<file path="src/rtl/pattern_seq_pkg.sv">
//==============================================================================
// pattern_seq_pkg -- shared encodings and defaults for the pattern sequencer (rev 1.0)
//==============================================================================
`default_nettype none

package pattern_seq_pkg;

  localparam int DEF_DEPTH = 8;
  localparam int DEF_OUT_W = 2;
  localparam int DEF_CNT_W = 8;

  localparam logic [1:0] MODE_ONESHOT = 2'd0;
  localparam logic [1:0] MODE_CONT    = 2'd1;
  localparam logic [1:0] MODE_REPEAT  = 2'd2;
  localparam logic [1:0] MODE_RSVD    = 2'd3;

  typedef enum logic [1:0] {
    ST_IDLE = 2'd0,
    ST_RUN  = 2'd1,
    ST_HOLD = 2'd2
  } state_t;

  // Entry 0 sits in the least significant bits.
  localparam logic [15:0] DEF_TABLE = {2'd0, 2'd3, 2'd1, 2'd2, 2'd2, 2'd1, 2'd3, 2'd0};

  function automatic int default_code(input int idx);
    return int'(DEF_TABLE[2*(idx % 8) +: 2]);
  endfunction

endpackage

`default_nettype wire

</file>
<file path="src/rtl/pattern_table.sv">
//==============================================================================
// pattern_table -- DEPTH x OUT_W register file, reset to the default pattern (rev 1.0)
//==============================================================================
`default_nettype none

module pattern_table
  import pattern_seq_pkg::*;
#(
  parameter int DEPTH = DEF_DEPTH,
  parameter int OUT_W = DEF_OUT_W,
  localparam int AW   = $clog2(DEPTH)
) (
  input  logic             clock,
  input  logic             reset,
  input  logic             we,
  input  logic [AW-1:0]    waddr,
  input  logic [OUT_W-1:0] wdata,
  input  logic [AW-1:0]    raddr,
  output logic [OUT_W-1:0] rdata
);

  logic [OUT_W-1:0] mem [DEPTH];

  always_ff @(posedge clock) begin
    if (reset) begin
      for (int i = 0; i < DEPTH; i++) begin
        mem[i] <= OUT_W'(default_code(i));
      end
    end else if (we) begin
      mem[waddr] <= wdata;
    end
  end

  assign rdata = mem[raddr];

endmodule

`default_nettype wire

</file>
<file path="src/rtl/pattern_seq_ctrl.sv">
//==============================================================================
// pattern_seq_ctrl -- plays the pattern table one-shot, continuously or N passes (rev 1.0)
//==============================================================================
`default_nettype none

module pattern_seq_ctrl
  import pattern_seq_pkg::*;
#(
  parameter int DEPTH = DEF_DEPTH,
  parameter int OUT_W = DEF_OUT_W,
  parameter int CNT_W = DEF_CNT_W,
  localparam int AW   = $clog2(DEPTH)
) (
  input  logic             clock,
  input  logic             reset,
  input  logic             cfg_we,
  input  logic [AW-1:0]    cfg_addr,
  input  logic [OUT_W-1:0] cfg_data,
  input  logic [AW:0]      cfg_len,
  input  logic [1:0]       mode,
  input  logic [CNT_W-1:0] passes,
  input  logic             start,
  input  logic             stop,
  input  logic             hold,
  output logic [OUT_W-1:0] out,
  output logic             out_valid,
  output logic             busy,
  output logic             done,
  output logic [AW-1:0]    step_idx
);

  localparam logic [AW:0] LEN_MAX = (AW+1)'(DEPTH);

  state_t           state, state_n;
  logic [AW-1:0]    idx, idx_n;
  logic [AW:0]      len_q, len_n;
  logic [1:0]       mode_q, mode_n;
  logic [CNT_W-1:0] pass_q, pass_n;
  logic             done_q, done_n;

  logic             advance;
  logic             last;
  logic             tbl_we;
  logic [OUT_W-1:0] tbl_rdata;

  // Host writes only land while idle and not racing a start request.
  assign tbl_we = cfg_we && (state == ST_IDLE) && !start;

  pattern_table #(
    .DEPTH (DEPTH),
    .OUT_W (OUT_W)
  ) u_table (
    .clock (clock),
    .reset (reset),
    .we    (tbl_we),
    .waddr (cfg_addr),
    .wdata (cfg_data),
    .raddr (idx),
    .rdata (tbl_rdata)
  );

  assign last = ({1'b0, idx} == (len_q - (AW+1)'(1)));

  always_ff @(posedge clock) begin
    if (reset) begin
      state  <= ST_IDLE;
      idx    <= '0;
      len_q  <= '0;
      mode_q <= MODE_ONESHOT;
      pass_q <= '0;
      done_q <= 1'b0;
    end else begin
      state  <= state_n;
      idx    <= idx_n;
      len_q  <= len_n;
      mode_q <= mode_n;
      pass_q <= pass_n;
      done_q <= done_n;
    end
  end

  always_comb begin
    state_n = state;
    idx_n   = idx;
    len_n   = len_q;
    mode_n  = mode_q;
    pass_n  = pass_q;
    done_n  = 1'b0;
    advance = 1'b0;

    case (state)
      ST_IDLE: begin
        if (start && !stop && (cfg_len != '0)) begin
          state_n = ST_RUN;
          idx_n   = '0;
          len_n   = (cfg_len > LEN_MAX) ? LEN_MAX : cfg_len;
          mode_n  = mode;
          pass_n  = (passes == '0) ? CNT_W'(1) : passes;
        end
      end
      ST_RUN: begin
        if (stop) begin
          state_n = ST_IDLE;
          idx_n   = '0;
          pass_n  = '0;
        end else if (hold) begin
          state_n = ST_HOLD;
        end else begin
          advance = 1'b1;
        end
      end
      ST_HOLD: begin
        if (stop) begin
          state_n = ST_IDLE;
          idx_n   = '0;
          pass_n  = '0;
        end else if (!hold) begin
          advance = 1'b1;
        end
      end
      default: begin
        state_n = ST_IDLE;
        idx_n   = '0;
      end
    endcase

    // Shared step rule for a normal RUN cycle and a HOLD release.
    if (advance) begin
      state_n = ST_RUN;
      if (!last) begin
        idx_n = idx + AW'(1);
      end else begin
        case (mode_q)
          MODE_CONT: begin
            idx_n = '0;
          end
          MODE_REPEAT: begin
            if (pass_q <= CNT_W'(1)) begin
              state_n = ST_IDLE;
              idx_n   = '0;
              pass_n  = '0;
              done_n  = 1'b1;
            end else begin
              idx_n  = '0;
              pass_n = pass_q - CNT_W'(1);
            end
          end
          default: begin
            state_n = ST_IDLE;
            idx_n   = '0;
            pass_n  = '0;
            done_n  = 1'b1;
          end
        endcase
      end
    end
  end

  assign busy      = (state != ST_IDLE);
  assign out_valid = (state == ST_RUN);
  assign done      = done_q;
  assign step_idx  = idx;
  assign out       = busy ? tbl_rdata : '0;

endmodule

`default_nettype wire
</file>
<file path="config.mk">
export PLATFORM = sky130hd
export DESIGN_NAME = pattern_seq_ctrl
export DESIGN_NICKNAME = d
export VERILOG_FILES = /design/src/rtl/pattern_seq_pkg.sv /design/src/rtl/pattern_table.sv /design/src/rtl/pattern_seq_ctrl.sv
export SDC_FILE = /design/constraint.sdc
export NUM_CORES = 1
export LEC_CHECK = 0
export ABC_CLOCK_PERIOD_IN_PS = 5400
export CAP_MARGIN = 15
export CORE_UTILIZATION = 45
export DETAILED_ROUTE_END_ITERATION = 7
export DONT_BUFFER_PORTS = 1
export MAX_ROUTING_LAYER = met4
export PLACE_DENSITY = 0.64
export SETUP_SLACK_MARGIN = 0.2
export SYNTH_ARGS = -nofsm -noshare
export SYNTH_HDL_FRONTEND = slang
export SYNTH_SLANG_ARGS = --single-unit
</file>
<file path="constraint.sdc">
create_clock -name clock -period 5.4 [get_ports clock]
set_input_delay 0.81 -clock clock [delete_from_list [all_inputs] [get_ports clock]]
set_output_delay 0.81 -clock clock [all_outputs]
set_load 0.02 [all_outputs]
</file>
==> reports/metrics.csv, run 1 <==
stage,metric,value,unit
logic_synthesis,Synth Register Bits,39,
clock_network,CTS tree,yes,
timing,Final Hold Fails,0,
timing,slew margin rel.,0.3753,
logic_synthesis,Post-Synth Adder-Cell Area,0.06021,
logic_synthesis,Mapped Area,2286,sq um
floorplan,Die Y,73.28,microns
logic_synthesis,"Top FF cell, synth",dfxtp_1,
finish,Reg area,940.9,sq um
timing,Slew @ Worst Pin,0.9285,ns
routing,Initial DRC Count,102,
routing,uppermost layer routed,met4,
floorplan,core area,4817,sq um
logic_synthesis,"Distinct cells, synth",51,
timing,fmax,0.4004,GHz
clock_network,clock sinks,39,
routing,Detailed Route WL,4.674,mm
clock_network,H-tree depth,2,
logic_synthesis,Simple-Gate Fraction of Synth Area,0.2408,
logic_synthesis,multiplexer share of the synthesized area,0.06130,
power_and_ir_drop,Internal,557.2,uW
critical_path,CP endpoint kind,flip-flop,
finish,share of cells above drive strength 1,0.1064,
routing,Detail Route met3 WL,240,microns
logic_synthesis,Synth Warn #,0,
global_route,all-layer global routing usage,0.2009,
floorplan,Die Wd,73.28,microns
finish,multi-input logic area,1271,sq um
critical_path,worst path arrival time,2.52,ns
routing,met2 WL,2.410,mm
placement,HPWL after detailed placement,3.461,mm
flow_run,maxcap violations,0,
finish,"commonest non-fill, non-tap cell in the layout",dfxtp_1,
finish,Area Overhead vs Synth,8.046,%
placement,DP Worst Slack,2.881,ns
logic_synthesis,XOR/XNOR Fraction of Synth Area,0.04105,
timing,Hold WS,0.5072,ns
global_route,grt ovf,0,
clock_network,CTS Hold Buffers Added,0,
clock_network,CTS max path bufs,2,
global_route,antenna violations before repair,0,
critical_path,CP startpoint kind,flip-flop,
floorplan,floorplan row count,25,
logic_synthesis,Gate Count Post-Synth,232,
placement,RD Place Congestion,0.7738,
finish,most frequent cells in the layout,"dfxtp_1, nand2_1, nor2_1, a21oi_1, edfxtp_1",
finish,nets,270,
floorplan,I/O Pins,33,
clock_network,Root Buffer,clkbuf_8,
logic_synthesis,syn_area_per_cell,9.853,sq um
power_and_ir_drop,switching part of the total power,0.3161,
routing,Final ANT Viol Nets,0,
timing,min Tclk post-route,2.497,ns
logic_synthesis,Syn Nets,268,
outcome,status,"complete, no violations",
power_and_ir_drop,Gate power share,0.261,
power_and_ir_drop,Clk pwr share,0.317,
clock_network,number of CTS-inserted buffers,5,
power_and_ir_drop,Sequential Power Share,0.422,
timing,Clock Skew,0.009399,ns
global_route,first-pass GRT wire length,7.810,mm
routing,Remaining DRCs,0,
critical_path,crit-path max FO,7,
power_and_ir_drop,power after layout,814.8,uW
timing,setup_tns,0,ns
power_and_ir_drop,Power Dens Cells,329.9,nW/um^2
global_route,vias in the first global route,1743,
finish,diode count,0,
critical_path,Setup CP Type,flip-flop to flip-flop,
logic_synthesis,Synth async-reset ratio,0,
floorplan,Initial Util,0.4745,
worst_hold_path,Hold WC Path Type,flip-flop to flip-flop,
logic_synthesis,largest family of logic cells by synthesized area,simple AND/OR/NAND/NOR gates,
routing,WL met1,1.962,mm
routing,TritonRoute pass-1 iters,4,
routing,DR WL/cell,15.48,microns
routing,vias post-DR,1695,
clock_network,setup bufs post-CTS,0,
clock_network,Worst-path clk slew,0.08,ns
timing,setup violators final,0,
global_route,largest net degree at the start of global routing,26,
timing,"Worst Setup Slack, final",2.903,ns
placement,Port-buffer cells,0,
power_and_ir_drop,Switch Pwr,257.6,uW
logic_synthesis,Post-synth EDFFs,16,
timing,max-slew violation count,0,
timing,RSZ-0062 raised after global routing,no,
critical_path,Worst Path Required,5.42,ns
clock_network,clk_lat worst skew,0.29,ns
power_and_ir_drop,leak pwr,0.0008921,uW
finish,Filler Cells Inserted,468,
logic_synthesis,Synth Area in Compound Gates,0.1527,
routing,vias per cell,5.613,
clock_network,CTS resizes,0,
timing,final period utilization,0.4625,
logic_synthesis,sequential fraction of the synthesis area,0.4116,
power_and_ir_drop,peak supply drop,0.1633,mV
floorplan,die area,5369,sq um
## logic make-up (layout without fill, tap and decap cells)
logic type,Yosys count,in the layout
buffers and inverters,19,22
AO/OA/AOI/OAI,50,50
multiplexers,9,9
adder cells (fa/ha/maj),11,11
flip-flops,39,39
XOR/XNOR,9,9
AND/OR/NAND/NOR,95,95
## sequential cells by signal (all words and copies together), names as in the netlist, named ones only
register,flops
state,2
pass_q,8
u_table.mem,16
mode_q,2
done,1
len_q,4
step_idx,3
## final timing paths
check,endpoint,from,cells past startpoint,slack [ns]
max,u_table.mem[2][0],state[1],7,2.90
min,state[1],state[1],2,0.51
max reg2reg,u_table.mem[2][0],state[1],7,2.90
min reg2reg,state[1],state[1],2,0.51
## critical path, stage by stage, from the launching register on
cell and delay, ns:
dfxtp_1 0.35, inv_1 0.11, ha_1 0.28, inv_2 0.14
nor4b_2 0.52, nand2b_1 0.27, nor3b_1 0.37, or2_2 0.19
## stage by stage
| stage | cells | utilization | instance area, sq um |
|---|---|---|---|
| 2_1_floorplan | 232 | - | 2286 |
| 5_1_grt | 302 | 0.5127 | 2470 |
| 3_5_place_dp | 294 | 0.4875 | 2349 |
| 4_1_cts | 302 | 0.5127 | 2470 |
| 3_3_place_gp | 294 | 0.4875 | 2349 |
| 6_report | 302 | 0.5127 | 2470 |
## area by class of cell
class | instances | area share
inverter | 14 | 0.02128
clock inverter | 2 | 0.01570
tap | 67 | 0.03394
clock buffer | 6 | 0.03343
sequential | 39 | 0.3810
multi-input combinational | 174 | 0.5147
## synth_stat cells (all sizes together), types with 2 or more instances
cell type | count | area (sq um)
mux2i | 5 | 50.05
nand2b | 6 | 37.54
nor3 | 6 | 30.03
a21oi | 19 | 98.85
o31ai | 3 | 22.52
o21ai | 12 | 60.06
or4 | 2 | 18.77
and2 | 11 | 68.82
or2 | 3 | 18.77
nor2 | 18 | 67.56
nor4 | 7 | 43.79
inv | 14 | 52.55
buf | 2 | 10.01
clkbuf | 3 | 11.26
edfxtp | 16 | 480.5
xor2 | 7 | 61.31
a21boi | 6 | 45.04
dfxtp | 23 | 460.4
nor3b | 5 | 37.54
nor4b | 2 | 38.78
nand2 | 21 | 78.83
nand4b | 3 | 26.28
or3 | 3 | 25.03
nor2b | 3 | 18.77
mux4 | 4 | 90.09
ha | 11 | 137.6
## layer usage
metal | global-route usage | vias up
li1 | - | 844
met1 | 0.2167 | 812
met2 | 0.3591 | 32
met3 | 0.04801 | 7
met4 | 0.06972 | 0
met5 | - | -
## power groups by stage
stage | Clock [uW] | Sequential (uW) | Combinational, uW
4_1_cts | 262 | 344 | 214
3_5_place_dp | 0 | 350 | 212
5_1_grt | 274 | 347 | 237
2_1_floorplan | 0 | 346 | 179
3_3_place_gp | 0 | 350 | 212
6_report | 258 | 344 | 213
(Power assumes the default switching activity.)
==> inputs of run 2 (changes only) <==
Settings changed: ABC_CLOCK_PERIOD_IN_PS 5400 to 2400.
Clock period 5.4 ns to 2.4 ns, I/O delays scaled along.
==> run 2 against run 1 <==
Against the previous run:
- via count about the same
- wire length decreased by 0.90%
- final cell count increased by 2.0%
- die area unchanged
- clock-buffer cell count unchanged
- first-iteration DRC count decreased by 35%
- setup slack got worse by 2.5 ns
- combinational power increased by 140%
- fmax increased by 23%
- clock power increased by 83%
- power increased by 120%
- highest routed layer unchanged
==> reports/metrics.csv, run 2 (synthesis results as in run 1) <==
stage,metric,value,unit,change
outcome,status,"complete, no violations",,
critical_path,Worst Path Required,2.41,ns,-3.01 ns
routing,Final ANT Viol Nets,0,,unchanged
global_route,grt ovf,0,,unchanged
global_route,first-pass GRT wire length,7.583,mm,-2.9%
finish,nets,276,,+2.2%
critical_path,worst path arrival time,2.04,ns,-0.48 ns
timing,setup_tns,0,ns,unchanged
global_route,antenna violations before repair,0,,unchanged
finish,Biggest register,u_table.mem,,
floorplan,Initial Util,0.4745,,unchanged
clock_network,H-tree depth,2,,unchanged
routing,Remaining DRCs,0,,unchanged
timing,RSZ-0062 raised after global routing,yes,,
global_route,all-layer global routing usage,0.1930,,-0.007868
floorplan,Die Y,73.28,microns,unchanged
clock_network,CTS max path bufs,2,,unchanged
global_route,largest net degree at the start of global routing,26,,unchanged
clock_network,Root Buffer,clkbuf_8,,
timing,Clock Skew,0.004430,ns,-0.004968 ns
critical_path,crit-path max FO,7,,unchanged
flow_run,maxcap violations,0,,unchanged
routing,vias post-DR,1694,,-0.059%
worst_hold_path,hold-critical path depth,1,,-1
floorplan,I/O Pins,33,,unchanged
clock_network,CTS tree,yes,,
finish,"non-filler cells, final",308,,+2.0%
critical_path,worst r2r path cells,7,,unchanged
placement,HPWL after detailed placement,3.506,mm,+1.3%
placement,placed cell count,298,,+1.4%
power_and_ir_drop,Power Dens Cells,701.8,nW/um^2,+110%
worst_hold_path,Hold WC Path Type,input pin to flip-flop,,
placement,RD Place Congestion,0.7788,,+0.65%
floorplan,floorplan row count,25,,unchanged
timing,Final Hold Fails,0,,unchanged
critical_path,CP endpoint kind,flip-flop,,
finish,multi-input logic area,1280,sq um,+0.69%
finish,Largest regs,"u_table.mem (16), pass_q (8), len_q (4)",,
finish,diode count,0,,unchanged
floorplan,core area,4817,sq um,unchanged
floorplan,die area,5369,sq um,unchanged
timing,fmax,0.4921,GHz,+23%
critical_path,CP startpoint kind,flip-flop,,
finish,share of cells above drive strength 1,0.1286,,+0.02225
timing,slew margin rel.,0.4695,,+0.09424
power_and_ir_drop,leak pwr,0.0009125,uW,+2.3%
timing,final period utilization,0.8468,,+0.3843
finish,Reg area,940.9,sq um,unchanged
clock_network,number of CTS-inserted buffers,5,,unchanged
timing,setup violators final,0,,unchanged
routing,vias per cell,5.500,,-2.0%
power_and_ir_drop,peak supply drop,0.3811,mV,+130%
finish,Area Overhead vs Synth,9.414,%,
critical_path,RR Endpoint,u_table.mem[2][1],,
timing,max-slew violation count,0,,unchanged
critical_path,Setup CP Type,flip-flop to flip-flop,,
finish,max FFs per register,16,,unchanged
routing,Detailed Route WL,4.632,mm,-0.90%
critical_path,worst reg-to-reg setup slack,0.37,ns,-2.53 ns
timing,Slew @ Worst Pin,0.7884,ns,-0.1401 ns
placement,DP Worst Slack,0.2482,ns,-2.632 ns
finish,"commonest non-fill, non-tap cell in the layout",dfxtp_1,,
clock_network,Worst-path clk slew,0.08,ns,about the same
power_and_ir_drop,power after layout,1755,uW,+120%
routing,DR WL/cell,15.04,microns,-2.8%
routing,TritonRoute pass-1 iters,4,,unchanged
timing,"Worst Setup Slack, final",0.3678,ns,-2.535 ns
global_route,vias in the first global route,1698,,-2.6%
worst_hold_path,hold path startpoint,reset,,
floorplan,Die Wd,73.28,microns,unchanged
critical_path,reg-to-reg critical path startpoint,state[0],,
finish,Filler Cells Inserted,485,,+3.6%
worst_hold_path,Hold EP,state[1],,
clock_network,clock sinks,39,,unchanged
finish,most frequent cells in the layout,"dfxtp_1, nand2_1, nor2_1, a21oi_1, edfxtp_1",,
routing,Initial DRC Count,66,,-35%
placement,Port-buffer cells,0,,unchanged
clock_network,clk_lat worst skew,0.28,ns,about the same
timing,min Tclk post-route,2.032,ns,-0.4652 ns
==> run 2: cell count changes in the layout (fill, tap and decap cells not counted), sizes merged <==
cell | previous run | this run
buf | 0 | 6
bufinv | 1 | 0
clkinv | 0 | 1
clkinvlp | 0 | 1
inv | 15 | 14
==> run 2: report_power, final <==
part	total (uW)	leakage [uW]	switching, uW	internal, uW
clock network	472	0.0000474	237	235
logic	510	0.000541	301	209
registers	774	0.000324	45.2	728
==> run 2: what timing repair did <==
action                                  CTS  global route
resized for setup                         0             1
endpoints found under the setup margin    0            20
hold buffers                              0             0
buffers inserted                          0             2
==> run 2: worst max-delay path by stage <==
stage                         from                 to  slack, ns
after floorplan           state[0]  u_table.mem[2][0]       0.37
after global placement    state[0]  u_table.mem[2][1]       0.32
after detailed placement  state[0]  u_table.mem[2][1]       0.25
after CTS                 state[0]  u_table.mem[2][0]       0.24
after global routing      state[0]  u_table.mem[4][1]       0.15
final                     state[0]  u_table.mem[2][1]       0.37
==> run 2: area by class of cell <==
class	instances	share of cell area
Clock buffer	6	0.03302
Sequential cell	39	0.3762
Clock inverter	2	0.006503
Tap cell	67	0.03352
Timing Repair Buffer	6	0.01801
Multi-Input combinational cell	174	0.5118
Inverter	14	0.02101
==> run 2: stage by stage <==
stage	utilization	hold slack, ns	area (sq um)
finish	0.5192	0.1423	2501
global route	0.5192	0.1223	2501
CTS	0.5143	0.1292	2477
detailed placement	0.4938	0.4374	2379
global placement	0.4938	0.4376	2379
floorplan	-	0.4647	2286
==> run 2: worst max-delay path, cell delays in order, from the launching register on <==
cell	delay (ns)
dfxtp_1	0.34
inv_1	0.11
ha_1	0.19
inv_2	0.06
nor4b_4	0.35
nand2b_1	0.21
nor3b_1	0.31
or2_2	0.18
==> run 2: layer usage <==
layer / up-vias / wire length [microns] / GRT usage
li1: 857 / - / -
met1: 802 / 1937 / 0.2079
met2: 33 / 2451 / 0.3570
met3: 2 / 221 / 0.04801
met4: 0 / 22 / 0.03922
met5: - / 0 / -
==> inputs of run 3 (changes only) <==
Settings changed: ABC_CLOCK_PERIOD_IN_PS 2400 to 1900.
Clock period 2.4 ns to 1.9 ns, I/O delays scaled along.
==> run 3 against run 2 <==
Against the previous run:
- register-to-register slack got worse by 0.22 ns
- largest power group is now combinational cells
- power is 58% higher
- largest cell class unchanged
- sequential share of layout area shrank 6.3 points
==> reports/metrics.csv, run 3 (synthesis results as in run 1) <==
stage,metric,value,unit,change
finish,"commonest non-fill, non-tap cell in the layout",buf_4,,
critical_path,reg-to-reg critical path startpoint,pass_q[2],,
timing,slew margin rel.,0.7080,,+0.2385
routing,vias post-DR,1821,,+7.5%
placement,Port-buffer cells,0,,unchanged
floorplan,die area,5369,sq um,unchanged
timing,fmax,0.5677,GHz,
worst_hold_path,Hold WC Path Type,input pin to flip-flop,,
critical_path,CP endpoint kind,primary output,,
finish,Reg area,954.7,sq um,+1.5%
critical_path,crit-path max FO,4,,-3
floorplan,Die Wd,73.28,microns,unchanged
clock_network,Root Buffer,clkbuf_8,,
finish,Largest regs,"u_table.mem (16), pass_q (8), len_q (4)",,
critical_path,RR Endpoint,pass_q[1],,
critical_path,worst-path cell chain,"mux4_2, mux2i_1, nor2_1",,
worst_hold_path,hold-critical path depth,1,,unchanged
global_route,all-layer global routing usage,0.2076,,+0.01453
finish,most frequent cells in the layout,"buf_4, nor2_1, edfxtp_1, nand2_1, dfxtp_1",,
placement,DP Worst Slack,0.04480,ns,-0.2034 ns
critical_path,worst path arrival time,1.48,ns,-0.56 ns
critical_path,worst r2r path cells,7,,unchanged
timing,Final Hold Fails,0,,unchanged
routing,Initial DRC Count,81,,+23%
placement,HPWL after detailed placement,3.741,mm,+6.7%
finish,Filler Cells Inserted,406,,-16%
global_route,grt ovf,0,,unchanged
power_and_ir_drop,Power Dens Cells,908.0,nW/um^2,+29%
timing,"Worst Setup Slack, final",0.1386,ns,-0.2292 ns
finish,nets,300,,+8.7%
timing,Slew @ Worst Pin,0.4364,ns,-0.3520 ns
floorplan,Initial Util,0.4745,,unchanged
global_route,vias in the first global route,1775,,+4.5%
routing,Detailed Route WL,5.207,mm,+12%
floorplan,I/O Pins,33,,unchanged
placement,RD Place Congestion,0.8760,,+12%
clock_network,CTS max path bufs,2,,unchanged
floorplan,Die Y,73.28,microns,unchanged
critical_path,CP startpoint kind,flip-flop,,
clock_network,CTS Hold Buffers Added,0,,unchanged
clock_network,H-tree depth,2,,unchanged
timing,Clock Skew,0.001608,ns,-0.002822 ns
global_route,antenna violations before repair,0,,unchanged
critical_path,Setup CP Type,flip-flop to primary output,,
finish,max FFs per register,16,,unchanged
critical_path,worst reg-to-reg setup slack,0.15,ns,-0.22 ns
critical_path,Max stage delay on crit path,0.50,ns,+0.15 ns
timing,setup_tns,0,ns,unchanged
finish,Biggest register,u_table.mem,,
clock_network,number of CTS-inserted buffers,5,,unchanged
worst_hold_path,hold path startpoint,reset,,
routing,Remaining DRCs,0,,unchanged
critical_path,slowest CP cell,mux4_2,,
timing,final period utilization,0.9271,,
flow_run,maxcap violations,0,,unchanged
power_and_ir_drop,leak pwr,0.001104,uW,+21%
timing,min Tclk post-route,1.761,ns,
global_route,first-pass GRT wire length,8.017,mm,+5.7%
outcome,status,"complete, no violations",,
routing,TritonRoute pass-1 iters,4,,unchanged
finish,share of cells above drive strength 1,0.4264,,+0.2978
clock_network,Worst-path clk slew,0.07,ns,about the same
floorplan,floorplan row count,25,,unchanged
finish,multi-input logic area,1592,sq um,+24%
floorplan,core area,4817,sq um,unchanged
global_route,largest net degree at the start of global routing,26,,unchanged
routing,DR WL/cell,15.68,microns,+4.3%
finish,diode count,0,,unchanged
timing,setup violators final,0,,unchanged
routing,Final ANT Viol Nets,0,,unchanged
finish,Area Overhead vs Synth,33.33,%,
clock_network,clk_lat worst skew,0.29,ns,about the same
power_and_ir_drop,peak supply drop,0.3720,mV,-2.4%
routing,vias per cell,5.485,,-0.27%
clock_network,clock sinks,39,,unchanged
timing,max-slew violation count,0,,unchanged
clock_network,CTS tree,yes,,
timing,RSZ-0062 raised after global routing,yes,,
worst_hold_path,Hold EP,pass_q[2],,
critical_path,Worst Path Required,1.62,ns,-0.79 ns
-- run 3: cell count changes in the layout (fill, tap and decap cells not counted), sizes merged --
cell,before,now
buf,6,30
clkinvlp,1,0
bufinv,0,1
-- run 3: worst max-delay path: cells and delay by family (launching register included) --
| family | cells | cell delay, ns |
|---|---|---|
| mux | 2 | 0.65 |
| flops | 1 | 0.39 |
| simple gates | 1 | 0.14 |
-- run 3: area by class of cell --
type | instances | area share
multi-input combinational | 174 | 0.5222
sequential | 39 | 0.3132
timing repair buffer | 30 | 0.07882
tap | 67 | 0.02750
clock buffer | 6 | 0.02709
inverter | 14 | 0.01970
clock inverter | 2 | 0.01149
-- run 3: metrics by stage --
step / total power, uW / area [sq um] / cells / hold WS (ns) / utilization
3_3_place_gp: 1759 / 2556 / 316 / 0.3584 / 0.5306
6_report: 2767 / 3048 / 332 / 0.05956 / 0.6327
3_5_place_dp: 1768 / 2556 / 316 / 0.3576 / 0.5306
4_1_cts: 2555 / 2780 / 328 / 0.04483 / 0.5771
2_1_floorplan: 1533 / 2328 / 232 / 0.4289 / -
5_1_grt: 2898 / 3048 / 332 / 0.03764 / 0.6327
-- run 3: worst max-delay path by stage --
stage / start / to / slack (ns) / cells after the start
global route: state[0] / u_table.mem[2][1] / 0.07 / 7
CTS: flip-flop / out[0] / 0.12 / 3
finish: flip-flop / out[1] / 0.14 / 3
detailed placement: state[0] / pass_q[7] / 0.04 / 8
floorplan: state[1] / u_table.mem[2][0] / 0.17 / 7
global placement: state[0] / pass_q[0] / 0.06 / 8
-- run 3: layer usage --
layer / vias to the layer above / track usage / part of all wire / wire (microns)
met3: 8 / 0.05487 / 0.048 / 250
met5: - / - / 0 / 0
li1: 906 / - / - / -
met1: 874 / 0.2360 / 0.41 / 2154
met2: 33 / 0.3519 / 0.52 / 2713
met4: 0 / 0.07407 / 0.017 / 90
-- run 3: what timing repair did --
item                       4_1_cts  5_1_grt
pin swaps                       10       11
gates resized for setup         23       56
setup buffers                    4        4
setup endpoints to repair       31       41
-- run 3: report_power, final --
group | leakage (uW) | internal, uW | switching, uW | total [uW]
clock network | 0.0000612 | 425 | 290 | 715
logic | 0.000714 | 519 | 560 | 1080
registers | 0.000329 | 925 | 49.2 | 974
